--- src/rtl/iob_fifo_sync_asym_pkg.sv ---
// Shared width helpers for the asymmetric synchronous FIFO.
// Ratio math between the write and read word widths.
package iob_fifo_sync_asym_pkg;

    function automatic int iob_max(input int a, input int b);
        return (a > b) ? a : b;
    endfunction

    function automatic int iob_min(input int a, input int b);
        return (a < b) ? a : b;
    endfunction

    function automatic int iob_ratio(input int a, input int b);
        return iob_max(a, b) / iob_min(a, b);
    endfunction

endpackage

--- src/rtl/iob_fifo_sync_asym_ram.sv ---
// Asymmetric 2-port RAM adaptor onto N external MINDATA_W-wide banks.
// Narrow side selects one bank by the low address bits; wide side spans all.
module iob_ram_2p_asym
    import iob_fifo_sync_asym_pkg::*;
#(
    parameter int W_DATA_W = 32,
    parameter int R_DATA_W = 8,
    parameter int ADDR_W = 10,
    parameter int N = iob_ratio(W_DATA_W, R_DATA_W),
    localparam int MINDATA_W = iob_min(W_DATA_W, R_DATA_W),
    localparam int MINADDR_W = ADDR_W - $clog2(N),
    localparam int W_ADDR_W = (W_DATA_W >= R_DATA_W) ? MINADDR_W : ADDR_W,
    localparam int R_ADDR_W = (R_DATA_W >= W_DATA_W) ? MINADDR_W : ADDR_W
) (
    input  logic                      clk,
    input  logic                      arst_n,
    input  logic                      w_en,
    input  logic [W_ADDR_W-1:0]       w_addr,
    input  logic [W_DATA_W-1:0]       w_data,
    input  logic                      r_en,
    input  logic [R_ADDR_W-1:0]       r_addr,
    output logic [R_DATA_W-1:0]       r_data,
    output logic [N-1:0]              ext_mem_w_en,
    output logic [N*MINADDR_W-1:0]    ext_mem_w_addr,
    output logic [N*MINDATA_W-1:0]    ext_mem_w_data,
    output logic                      ext_mem_r_en,
    output logic [N*MINADDR_W-1:0]    ext_mem_r_addr,
    input  logic [N*MINDATA_W-1:0]    ext_mem_r_data
);

    localparam int L = $clog2(N);

    if (W_DATA_W >= R_DATA_W) begin : g_w_wide
        for (genvar i = 0; i < N; i++) begin : g_bank
            assign ext_mem_w_en[i] = w_en;
            assign ext_mem_w_addr[i*MINADDR_W +: MINADDR_W] = MINADDR_W'(w_addr);
            assign ext_mem_w_data[i*MINDATA_W +: MINDATA_W] =
                w_data[i*MINDATA_W +: MINDATA_W];
        end
    end else begin : g_w_narrow
        logic [L-1:0] w_sel;
        assign w_sel = w_addr[L-1:0];
        for (genvar i = 0; i < N; i++) begin : g_bank
            assign ext_mem_w_en[i] = w_en && (w_sel == L'(i));
            assign ext_mem_w_addr[i*MINADDR_W +: MINADDR_W] = w_addr[W_ADDR_W-1:L];
            assign ext_mem_w_data[i*MINDATA_W +: MINDATA_W] = MINDATA_W'(w_data);
        end
    end

    assign ext_mem_r_en = r_en;

    if (R_DATA_W >= W_DATA_W) begin : g_r_wide
        for (genvar i = 0; i < N; i++) begin : g_bank
            assign ext_mem_r_addr[i*MINADDR_W +: MINADDR_W] = MINADDR_W'(r_addr);
        end
        assign r_data = R_DATA_W'(ext_mem_r_data);
    end else begin : g_r_narrow
        logic [L-1:0] sel_q;
        for (genvar i = 0; i < N; i++) begin : g_bank
            assign ext_mem_r_addr[i*MINADDR_W +: MINADDR_W] = r_addr[R_ADDR_W-1:L];
        end
        // bank select follows the read so r_data stays put between reads
        always_ff @(posedge clk or negedge arst_n) begin
            if (!arst_n) begin
                sel_q <= '0;
            end else if (r_en) begin
                sel_q <= r_addr[L-1:0];
            end
        end
        assign r_data = R_DATA_W'(ext_mem_r_data[sel_q*MINDATA_W +: MINDATA_W]);
    end

endmodule

--- src/rtl/iob_fifo_sync_asym.sv ---
// Synchronous FIFO with independent write and read word widths.
// Occupancy is tracked in MINDATA_W units; full/empty come from level.
module iob_fifo_sync_asym
    import iob_fifo_sync_asym_pkg::*;
#(
    parameter int W_DATA_W = 32,
    parameter int R_DATA_W = 8,
    parameter int ADDR_W = 10,
    localparam int MAXDATA_W = iob_max(W_DATA_W, R_DATA_W),
    localparam int MINDATA_W = iob_min(W_DATA_W, R_DATA_W),
    localparam int N = MAXDATA_W / MINDATA_W,
    localparam int MINADDR_W = ADDR_W - $clog2(N),
    localparam int WR = W_DATA_W / MINDATA_W,
    localparam int RR = R_DATA_W / MINDATA_W,
    localparam int W_ADDR_W = (W_DATA_W >= R_DATA_W) ? MINADDR_W : ADDR_W,
    localparam int R_ADDR_W = (R_DATA_W >= W_DATA_W) ? MINADDR_W : ADDR_W
) (
    input  logic                      clk,
    input  logic                      arst_n,
    input  logic                      rst,
    input  logic                      w_en,
    input  logic [W_DATA_W-1:0]       w_data,
    output logic                      w_full,
    input  logic                      r_en,
    output logic [R_DATA_W-1:0]       r_data,
    output logic                      r_valid,
    output logic                      r_empty,
    output logic [ADDR_W:0]           level,
    output logic [N-1:0]              ext_mem_w_en,
    output logic [N*MINADDR_W-1:0]    ext_mem_w_addr,
    output logic [N*MINDATA_W-1:0]    ext_mem_w_data,
    output logic                      ext_mem_r_en,
    output logic [N*MINADDR_W-1:0]    ext_mem_r_addr,
    input  logic [N*MINDATA_W-1:0]    ext_mem_r_data
);

    localparam logic [ADDR_W:0] WR_L = (ADDR_W+1)'(WR);
    localparam logic [ADDR_W:0] RR_L = (ADDR_W+1)'(RR);
    localparam logic [ADDR_W:0] FULL_TH = (ADDR_W+1)'((2**ADDR_W) - WR);

    logic [W_ADDR_W-1:0] w_ptr;
    logic [R_ADDR_W-1:0] r_ptr;
    logic [ADDR_W:0]     level_q;
    logic                w_acc;
    logic                r_acc;

    assign w_full  = level_q > FULL_TH;
    assign r_empty = level_q < RR_L;
    assign level   = level_q;

    // soft clear also blocks the RAM enables so contents stay untouched
    assign w_acc = w_en && !w_full && !rst;
    assign r_acc = r_en && !r_empty && !rst;

    always_ff @(posedge clk or negedge arst_n) begin
        if (!arst_n) begin
            w_ptr   <= '0;
            r_ptr   <= '0;
            level_q <= '0;
            r_valid <= 1'b0;
        end else if (rst) begin
            w_ptr   <= '0;
            r_ptr   <= '0;
            level_q <= '0;
            r_valid <= 1'b0;
        end else begin
            if (w_acc) w_ptr <= w_ptr + W_ADDR_W'(1);
            if (r_acc) r_ptr <= r_ptr + R_ADDR_W'(1);
            level_q <= level_q + (w_acc ? WR_L : '0) - (r_acc ? RR_L : '0);
            r_valid <= r_acc;
        end
    end

    iob_ram_2p_asym #(
        .W_DATA_W(W_DATA_W),
        .R_DATA_W(R_DATA_W),
        .ADDR_W  (ADDR_W),
        .N       (N)
    ) u_ram (
        .clk           (clk),
        .arst_n        (arst_n),
        .w_en          (w_acc),
        .w_addr        (w_ptr),
        .w_data        (w_data),
        .r_en          (r_acc),
        .r_addr        (r_ptr),
        .r_data        (r_data),
        .ext_mem_w_en  (ext_mem_w_en),
        .ext_mem_w_addr(ext_mem_w_addr),
        .ext_mem_w_data(ext_mem_w_data),
        .ext_mem_r_en  (ext_mem_r_en),
        .ext_mem_r_addr(ext_mem_r_addr),
        .ext_mem_r_data(ext_mem_r_data)
    );

endmodule

--- config.mk ---
export PLATFORM = sky130hd
export DESIGN_NAME = iob_fifo_sync_asym
export DESIGN_NICKNAME = d
export VERILOG_FILES = /design/src/rtl/iob_fifo_sync_asym_pkg.sv /design/src/rtl/iob_fifo_sync_asym_ram.sv /design/src/rtl/iob_fifo_sync_asym.sv
export SDC_FILE = /design/constraint.sdc
export NUM_CORES = 1
export LEC_CHECK = 0
export ABC_AREA = 0
export ABC_CLOCK_PERIOD_IN_PS = 3430
export BUFFER_PORTS_ARGS = -buffer_cell sky130_fd_sc_hd__buf_2
export CAP_MARGIN = 20
export CELL_PAD_IN_SITES_DETAIL_PLACEMENT = 1
export CELL_PAD_IN_SITES_GLOBAL_PLACEMENT = 1
export CORE_ASPECT_RATIO = 0.9
export CORE_MARGIN = 2
export CORE_UTILIZATION = 27
export DETAILED_ROUTE_END_ITERATION = 12
export PLACE_DENSITY_LB_ADDON = 0.08
export SETUP_SLACK_MARGIN = 0.05
export SYNTH_ARGS = -nofsm -noshare
export SYNTH_HDL_FRONTEND = slang
export SYNTH_HIERARCHICAL = 1
export SYNTH_SLANG_ARGS = --single-unit
--- constraint.sdc ---
create_clock -name clk -period 3.43 [get_ports clk]
set_input_delay 0.686 -clock clk [delete_from_list [all_inputs] [get_ports clk]]
set_output_delay 0.686 -clock clk [all_outputs]
set_load 0.03 [all_outputs]
==> Flow_metrics.wiki, run 1 <==
{| class="wikitable"
! Metric !! Value
|-
| Sequential element share of the synthesized area || between 20% and 30%
|-
| Final Power || 2.798 mW
|-
| Sum of negative setup slack || 0 ns
|-
| Core Box Area || about 0.011 mm2
|-
| Area share of the largest cell type after synthesis || between 20% and 30%
|-
| Measured slew at the worst slew-check pin || roughly 0.79 ns
|-
| DR vias || roughly 2100
|-
| Clock tree buffer depth || 2
|-
| Crit Reg-Reg Startpoint || level[4]
|-
| Number of pins with negative max-slew slack in the final report || 0
|-
| Total Routed Length || 7.175 mm
|-
| Data arrival at the endpoint of the critical path || between 3 and 4 ns
|-
| Pre-CTS worst setup slack || about 0.11 ns
|-
| PortBufs || 127
|-
| Dominant synthesized flop cell || sky130_fd_sc_hd__dfrtp_1
|-
| # setup viols final || 0
|-
| Hold-fix buffer count after cts || 0
|-
| Synthesized area divided by synthesized cell count || around 9.3 um2
|-
| ANT nets after route || 0
|-
| HPWL reported at the end of detailed placement || 5.522 mm
|-
| Global-route wire length before repair || roughly 11 mm
|-
| Part of the total power dissipated in sequential elements || between 20 and 25%
|-
| Combinational share of power || about three fifths
|-
| Boundary Pins || approximately 190
|-
| Non-filler cells, final || 486
|-
| Antenna violations before repair || 0
|-
| Tightest slew margin relative to the limit || a little under half
|-
| Highest ir drop seen on vdd || 0.0003472 V
|-
| Required time of the critical path || about 3.6 ns
|-
| Path depth of the worst reg2reg path || 16
|-
| Number of placement rows || 36
|-
| Power per cell area || 864.4 mW/mm2
|-
| DIE AREA || approximately 0.012 mm2
|-
| Starting density of the core || between 20% and 30%
|-
| Crit path buffers/inverters || 4
|-
| Fraction of layout instances using a drive strength above 1 || between 40% and 50%
|-
| Cell with the most instances after synthesis || sky130_fd_sc_hd__buf_4
|-
| Post-Synthesis Net Count || 414
|-
| Sink count of the clock tree || 32
|-
| Layout-stage area growth over the synthesis result || 9.064%
|-
| Period utilisation layout || roughly 93%
|-
| First drt pass iteration count || 4
|-
| Worst hold-check path type || in -> async
|-
| Clk pwr share || 18.5%
|-
| Internal Pwr Total || between 1.5 and 2 mW
|-
| Net switching share of the total power || approximately 46%
|-
| TritonCTS clock tree || built
|-
| Die width || ~110 um
|-
| Main area contributors after synthesis || sky130_fd_sc_hd__dfrtp_1 27%, sky130_fd_sc_hd__buf_4 26%, sky130_fd_sc_hd__ha_1 11%
|-
| Most frequent cells after synthesis || 101 x sky130_fd_sc_hd__buf_4, 32 x sky130_fd_sc_hd__dfrtp_1, 26 x sky130_fd_sc_hd__ha_1
|-
| Final clock skew || ~0.0063 ns
|-
| Yosys warns || 6
|-
| Total global routing track utilization || around an eighth
|-
| Worst Hold Margin || roughly 0.49 ns
|-
| Synthesis-stage register bit count || 32
|-
| Vias in the first global route || 2017
|-
| Critical Path, Cell by Cell || inv_1 > ha_1 > or4b_4 > a221o_1 > nor2b_1 > ha_1 > inv_1 > ha_1 > inv_1 > fa_2 > nor2b_2 > buf_4 > o21a_1 > nor2_1 > xor2_1 > nor2_1
|-
| Die height || roughly 100 um
|-
| Maximum level of the CTS H-tree || 2
|-
| Cell taking the most area after synthesis || sky130_fd_sc_hd__dfrtp_1
|-
| Proportion of register bits with asynchronous set or reset after synthesis || 100.0%
|-
| Crit-path max cell delay || ~0.46 ns
|-
| Worst reg2reg setup slack || roughly 0.23 ns
|-
| Count of unique library cells instantiated by Yosys || 38
|-
| Worst skew pair latency || ~0.28 ns
|-
| Gate family responsible for the most delay along the worst path || simple AND/OR/NAND/NOR gates
|-
| Wire length per cell after detailed routing || approximately 15 um
|-
| Master cell of the clock root buffer || sky130_fd_sc_hd__clkbuf_16
|-
| FF-to-FF End || level[5]
|-
| Number of max-capacitance violations reported || 0
|-
| Maximum number of pins on one net before global-route repair || 33
|-
| DRC violations left || 0
|-
| Number of vias per cell after detailed routing || ~4.4
|-
| TritonCTS Buffers || 5
|-
| Fmax || 312.9 MHz
|-
| Worst-path cell with the longest stage delay || sky130_fd_sc_hd__or4b_4
|-
| Sum of overflow across all layers after global routing || 0
|-
| Net switching power || 1.297 mW
|-
| Number of nets in the layout || 448
|-
| Outcome || finished clean
|-
| Setup repair after global routing missed its margin || true
|-
| Fill cell instance count of the final layout || about 1300
|-
| Post-Syn Area || a little under 0.003 mm2
|-
| Worst Setup Slack, final || 0.2337 ns
|-
| Synth Instances || between 300 and 400
|-
| Clk slew on worst S/H paths || approximately 0.060 ns
|-
| CP Capture Type || flip-flop
|-
| Maximum fanout along the worst path || 5
|-
| Post-synth EDFFs || 0
|-
| DRC marker count from the first detailed-route iteration || 48
|-
| GPL Wtd Cong || 0.7179
|-
| Placed Cells || ~480
|-
| Tmin final || between 3 and 4 ns
|-
| Kind of launch point of the worst setup path || flip-flop
|-
| Total inserted antenna cells || 0
|-
| Type of the worst setup path || reg -> reg
|-
| Fin. Hold Viols || 0
|-
| LEAKAGE || about 1.8 nW
|}
==> state kept, by name, summed over array words and instances (netlist names) <==
register	count
w_ptr	8
r_ptr	10
r_valid	1
u_ram/g_r_narrow.sel_q	2
level	11
==> layout by cell type, fill, tap and decap left out, drive strengths merged <==
cell type,count
bufinv,1
and3b,1
or2,1
clkbuf,5
nor3,4
a221o,3
a21o,1
nand3,9
ha,26
o211ai,1
mux2,3
a21oi,11
a41oi,1
a31oi,1
nor2,24
inv,20
or3,3
o21ai,5
clkinv,1
nand4,4
o31ai,4
fa,1
dfrtp,32
or4,3
buf,135
nor2b,9
mux2i,2
or4b,1
xor2,13
clkinvlp,1
and4,1
o21a,1
xnor2,4
mux4,8
nand2,8
and3,4
o211a,1
==> cell type report <==
type / instances / area, um2 / area share [%]
well taps: 133 / 166.4 / 5.141
repair buffers: 135 / 695.7 / 21.49
inverters: 20 / 75.07 / 2.319
flip-flops and latches: 32 / 810.8 / 25.05
clock buffers: 5 / 125.1 / 3.865
clock inverters: 3 / 42.54 / 1.314
multi-input cells: 158 / 1321 / 40.82
==> per-stage QoR <==
| stage | util [%] | area (um2) |
|---|---|---|
| after global placement | 28.23 | 3039 |
| after CTS | 29.79 | 3207 |
| after global routing | 30.07 | 3237 |
| after floorplan | - | 2979 |
| after detailed placement | 28.23 | 3039 |
| final | 30.07 | 3237 |
==> worst reg2reg max path, delay by kind of cell (launching register included) <==
family          cells  cell delay [ns]
xor+xnor            1             0.14
buf+inv             4             0.33
simple gates        5             0.87
flops               1             0.44
compound gates      2             0.46
fa+ha+maj           4             0.83
==> cells by family after synthesis <==
| kind of cell | share of synthesized area (%) |
|---|---|
| XOR/XNOR | 5.017 |
| AO/OA/AOI/OAI | 6.324 |
| AND/OR/NAND/NOR | 12.65 |
| adder cells (fa/ha/maj) | 11.64 |
| buffers and inverters | 29.51 |
| flip-flops | 26.98 |
| multiplexers | 7.883 |
==> layer usage <==
layer | routed length, um | track usage (%) | vias to the layer above
met2 | 3266 | 18.16 | 79
met4 | 129 | 4.878 | 0
li1 | - | - | 1025
met1 | 3415 | 17.18 | 1020
met3 | 364 | 2.156 | 16
met5 | 0 | 0 | -
==> worst max path at each step <==
stage / start / to / slack, ns / cells after the start
3_3_place_gp: level[9] / level[10] / 0.17 / 12
6_report: level[4] / level[5] / 0.23 / 16
2_1_floorplan: level[10] / level[10] / 0.07 / 14
5_1_grt: level[3] / level[10] / 0.04 / 12
4_1_cts: level[5] / level[10] / 0.1 / 12
3_5_place_dp: level[5] / level[10] / 0.11 / 12
==> timing repair <==
item                                    CTS  global route
endpoints found under the setup margin    0             6
buffers inserted                          0             0
resized for setup                         0             7
hold endpoints to repair                  0             0
==> power by group through the flow <==
stage / sequential [mW] / clock (mW) / combinational, mW
finish: 0.615 / 0.519 / 1.66
global route: 0.641 / 0.553 / 1.85
CTS: 0.619 / 0.538 / 1.65
detailed placement: 0.627 / 0 / 1.64
global placement: 0.622 / 0 / 1.66
floorplan: 0.671 / 0 / 1.26
Note: power is estimated with default switching activity, not from simulation.
==> run 2: changes to the inputs <==
--- a/config.mk
+++ b/config.mk
@@ -6,14 +6,14 @@
 export NUM_CORES = 1
 export LEC_CHECK = 0
 export ABC_AREA = 0
-export ABC_CLOCK_PERIOD_IN_PS = 3430
-export BUFFER_PORTS_ARGS = -buffer_cell sky130_fd_sc_hd__buf_2
+export ABC_CLOCK_PERIOD_IN_PS = 3650
+export BUFFER_PORTS_ARGS = -buffer_cell sky130_fd_sc_hd__clkbuf_2
 export CAP_MARGIN = 20
 export CELL_PAD_IN_SITES_DETAIL_PLACEMENT = 1
 export CELL_PAD_IN_SITES_GLOBAL_PLACEMENT = 1
 export CORE_ASPECT_RATIO = 0.9
 export CORE_MARGIN = 2
-export CORE_UTILIZATION = 27
+export CORE_UTILIZATION = 28
 export DETAILED_ROUTE_END_ITERATION = 12
 export PLACE_DENSITY_LB_ADDON = 0.08
 export SETUP_SLACK_MARGIN = 0.05
==> constraint.sdc (replaced) <==
create_clock -name clk -period 3.65 [get_ports clk]
set_input_delay 0.365 -clock clk [delete_from_list [all_inputs] [get_ports clk]]
set_output_delay 0.365 -clock clk [all_outputs]
set_load 0.03 [all_outputs]
==> Flow_metrics.wiki, run 2 (synthesized netlist as in run 1, its figures left out) <==
{| class="wikitable"
! Metric !! Value
|-
| Outcome || finished clean
|-
| Total global routing track utilization || between 10% and 20%
|-
| Fin. Hold Viols || 0
|-
| Final clock skew || just over 0.006 ns
|-
| Worst setup path start || level[3]
|-
| Path depth of the worst reg2reg path || 15
|-
| Period utilisation layout || roughly nine tenths
|-
| First drt pass iteration count || 4
|-
| Vias in the first global route || about 2000
|-
| Fmax || a little over 300 MHz
|-
| Number of nets in the layout || about 450
|-
| Number of pins with negative max-slew slack in the final report || 0
|-
| Met2 usage || about a fifth
|-
| Gate family responsible for the most delay along the worst path || simple AND/OR/NAND/NOR gates
|-
| Number of flip-flops in the largest register || 11
|-
| GPL Wtd Cong || 0.7040
|-
| Antenna violations before repair || 0
|-
| Global routing usage on met1 || 16.46%
|-
| Type of the worst setup path || reg -> reg
|-
| Maximum level of the CTS H-tree || 2
|-
| Fill cell instance count of the final layout || between 1000 and 1500
|-
| Sum of overflow across all layers after global routing || 0
|-
| Kind of launch point of the worst setup path || flip-flop
|-
| PortBufs || ~130
|-
| Die width || approximately 110 um
|-
| Number of placement rows || 35
|-
| LEAKAGE || around 1.7 nW
|-
| Worst skew pair latency || between 0.2 and 0.3 ns
|-
| Required time of the critical path || ~3.9 ns
|-
| Number of vias per cell after detailed routing || 4.471
|-
| Clock tree buffer depth || 2
|-
| DRC violations left || 0
|-
| Crit-path max cell delay || around 0.48 ns
|-
| TritonCTS clock tree || built
|-
| Setup repair after global routing missed its margin || false
|-
| Total Routed Length || about 7 mm
|-
| DRC marker count from the first detailed-route iteration || between 40 and 50
|-
| Highest ir drop seen on vdd || 0.0003218 V
|-
| Layout-stage area growth over the synthesis result || 6.535%
|-
| Critical Path, Cell by Cell || inv_1 > ha_1 > or4b_4 > a221o_1 > nor2b_2 > ha_1 > inv_1 > ha_1 > inv_1 > fa_2 > nor2b_2 > o211a_1 > o31ai_1 > xor2_1 > nor2_1
|-
| Fraction of layout instances using a drive strength above 1 || a little under half
|-
| Crit path to || level[9]
|-
| Number of max-capacitance violations reported || 0
|-
| FF-to-FF End || level[9]
|-
| HPWL reported at the end of detailed placement || around 5.7 mm
|-
| CP Capture Type || flip-flop
|-
| Data arrival at the endpoint of the critical path || roughly 3.5 ns
|-
| Crit Reg-Reg Startpoint || level[3]
|-
| Core Box Area || 0.01029 mm2
|-
| Sum of negative setup slack || 0 ns
|-
| Master cell of the clock root buffer || sky130_fd_sc_hd__clkbuf_16
|-
| Measured slew at the worst slew-check pin || just under 0.9 ns
|-
| Tightest slew margin relative to the limit || between 40% and 50%
|-
| Maximum fanout along the worst path || 5
|-
| DR vias || around 2100
|-
| GRT busiest layer || met2
|-
| Worst reg2reg setup slack || 0.33 ns
|-
| Global routing met3 resource utilization || under 10%
|-
| Global-route wire length before repair || approximately 11 mm
|-
| Clk slew on worst S/H paths || 0.06 ns
|-
| Pre-CTS worst setup slack || ~0.13 ns
|-
| # setup viols final || 0
|-
| Crit path buffers/inverters || 3
|-
| Tmin final || 3.315 ns
|-
| Number of logic stages on the critical path including buffering || 15
|-
| Hold-fix buffer count after cts || 0
|-
| Total inserted antenna cells || 0
|-
| Worst hold-check path type || in -> async
|-
| Maximum number of pins on one net before global-route repair || 33
|-
| Power per cell area || a little under 800 mW/mm2
|-
| Sink count of the clock tree || 32
|-
| Worst Setup Slack, final || around 0.33 ns
|-
| Die height || between 100 and 150 um
|-
| Worst-path cell with the longest stage delay || sky130_fd_sc_hd__or4b_4
|-
| Starting density of the core || between 20 and 30%
|-
| Wire length per cell after detailed routing || roughly 15 um
|-
| Most common cell after layout, fill and taps aside || sky130_fd_sc_hd__clkbuf_2
|-
| DIE AREA || about 0.011 mm2
|-
| TritonCTS Buffers || 5
|-
| Boundary Pins || between 150 and 200
|-
| Most frequent cells in the layout || 127 x sky130_fd_sc_hd__clkbuf_2, 31 x sky130_fd_sc_hd__dfrtp_1, 26 x sky130_fd_sc_hd__ha_1
|-
| ANT nets after route || 0
|}
run 2: layer usage:
layer	vias to the layer above	share of wire, %
met5	-	0
met1	1042	44
met2	73	50
li1	1023	-
met3	8	5.4
met4	0	1.2
run 2: what timing repair did:
| action | in CTS | in global routing |
|---|---|---|
| endpoints found under the setup margin | 0 | 3 |
| gates resized for setup | 0 | 5 |
| setup buffers | 0 | 0 |
run 2: worst reg2reg max path: stages (launching register included):
cell	delay, ns
sky130_fd_sc_hd__dfrtp_2	0.45
sky130_fd_sc_hd__inv_1	0.10
sky130_fd_sc_hd__ha_1	0.13
sky130_fd_sc_hd__or4b_4	0.48
sky130_fd_sc_hd__a221o_1	0.35
sky130_fd_sc_hd__nor2b_2	0.20
sky130_fd_sc_hd__ha_1	0.20
sky130_fd_sc_hd__inv_1	0.06
sky130_fd_sc_hd__ha_1	0.16
sky130_fd_sc_hd__inv_1	0.06
sky130_fd_sc_hd__fa_2	0.36
sky130_fd_sc_hd__nor2b_2	0.16
sky130_fd_sc_hd__o211a_1	0.19
sky130_fd_sc_hd__o31ai_1	0.11
sky130_fd_sc_hd__xor2_1	0.15
sky130_fd_sc_hd__nor2_1	0.10
run 2: stage by stage:
| stage | cells | total power, mW | hold WS (ns) | utilization, % | cell area [um2] |
|---|---|---|---|---|---|
| 2_1_floorplan | 318 | 1.805 | 0.06941 | - | 2968 |
| 3_3_place_gp | 472 | 2.132 | 0.5508 | 29.24 | 3009 |
| 3_5_place_dp | 472 | 2.117 | 0.5437 | 29.24 | 3009 |
| 4_1_cts | 480 | 2.559 | 0.2387 | 30.64 | 3153 |
| 5_1_grt | 480 | 2.747 | 0.2961 | 30.72 | 3162 |
| 6_report | 480 | 2.512 | 0.1953 | 30.72 | 3162 |
run 2: worst min path at each step:
| stage | from | endpoint | slack, ns | cells after the start |
|---|---|---|---|---|
| 6_report | arst_n | w_ptr[6] | 0.20 | 1 |
| 5_1_grt | arst_n | level[1] | 0.30 | 1 |
| 4_1_cts | arst_n | r_ptr[8] | 0.24 | 1 |
| 3_5_place_dp | arst_n | w_ptr[6] | 0.54 | 1 |
| 3_3_place_gp | arst_n | w_ptr[6] | 0.55 | 1 |
| 2_1_floorplan | arst_n | level[0] | 0.07 | 0 |
run 2: area by class of cell:
class / instances / area, um2 / share of cell area [%]
Clock buffer: 5 / 125.1 / 3.957
Inverter: 20 / 75.07 / 2.374
Tap cell: 129 / 161.4 / 5.105
Clock inverter: 3 / 18.77 / 0.5936
Timing Repair Buffer: 133 / 680.7 / 21.53
Sequential cell: 32 / 802.0 / 25.37
Multi-Input combinational cell: 158 / 1299 / 41.08
run 2: report_power, final:
part | internal, mW | switching [mW] | total [mW]
Sequential | 0.439 | 0.134 | 0.573
Clock | 0.251 | 0.168 | 0.420
Combinational | 0.613 | 0.906 | 1.52
Total | 1.30 | 1.21 | 2.51
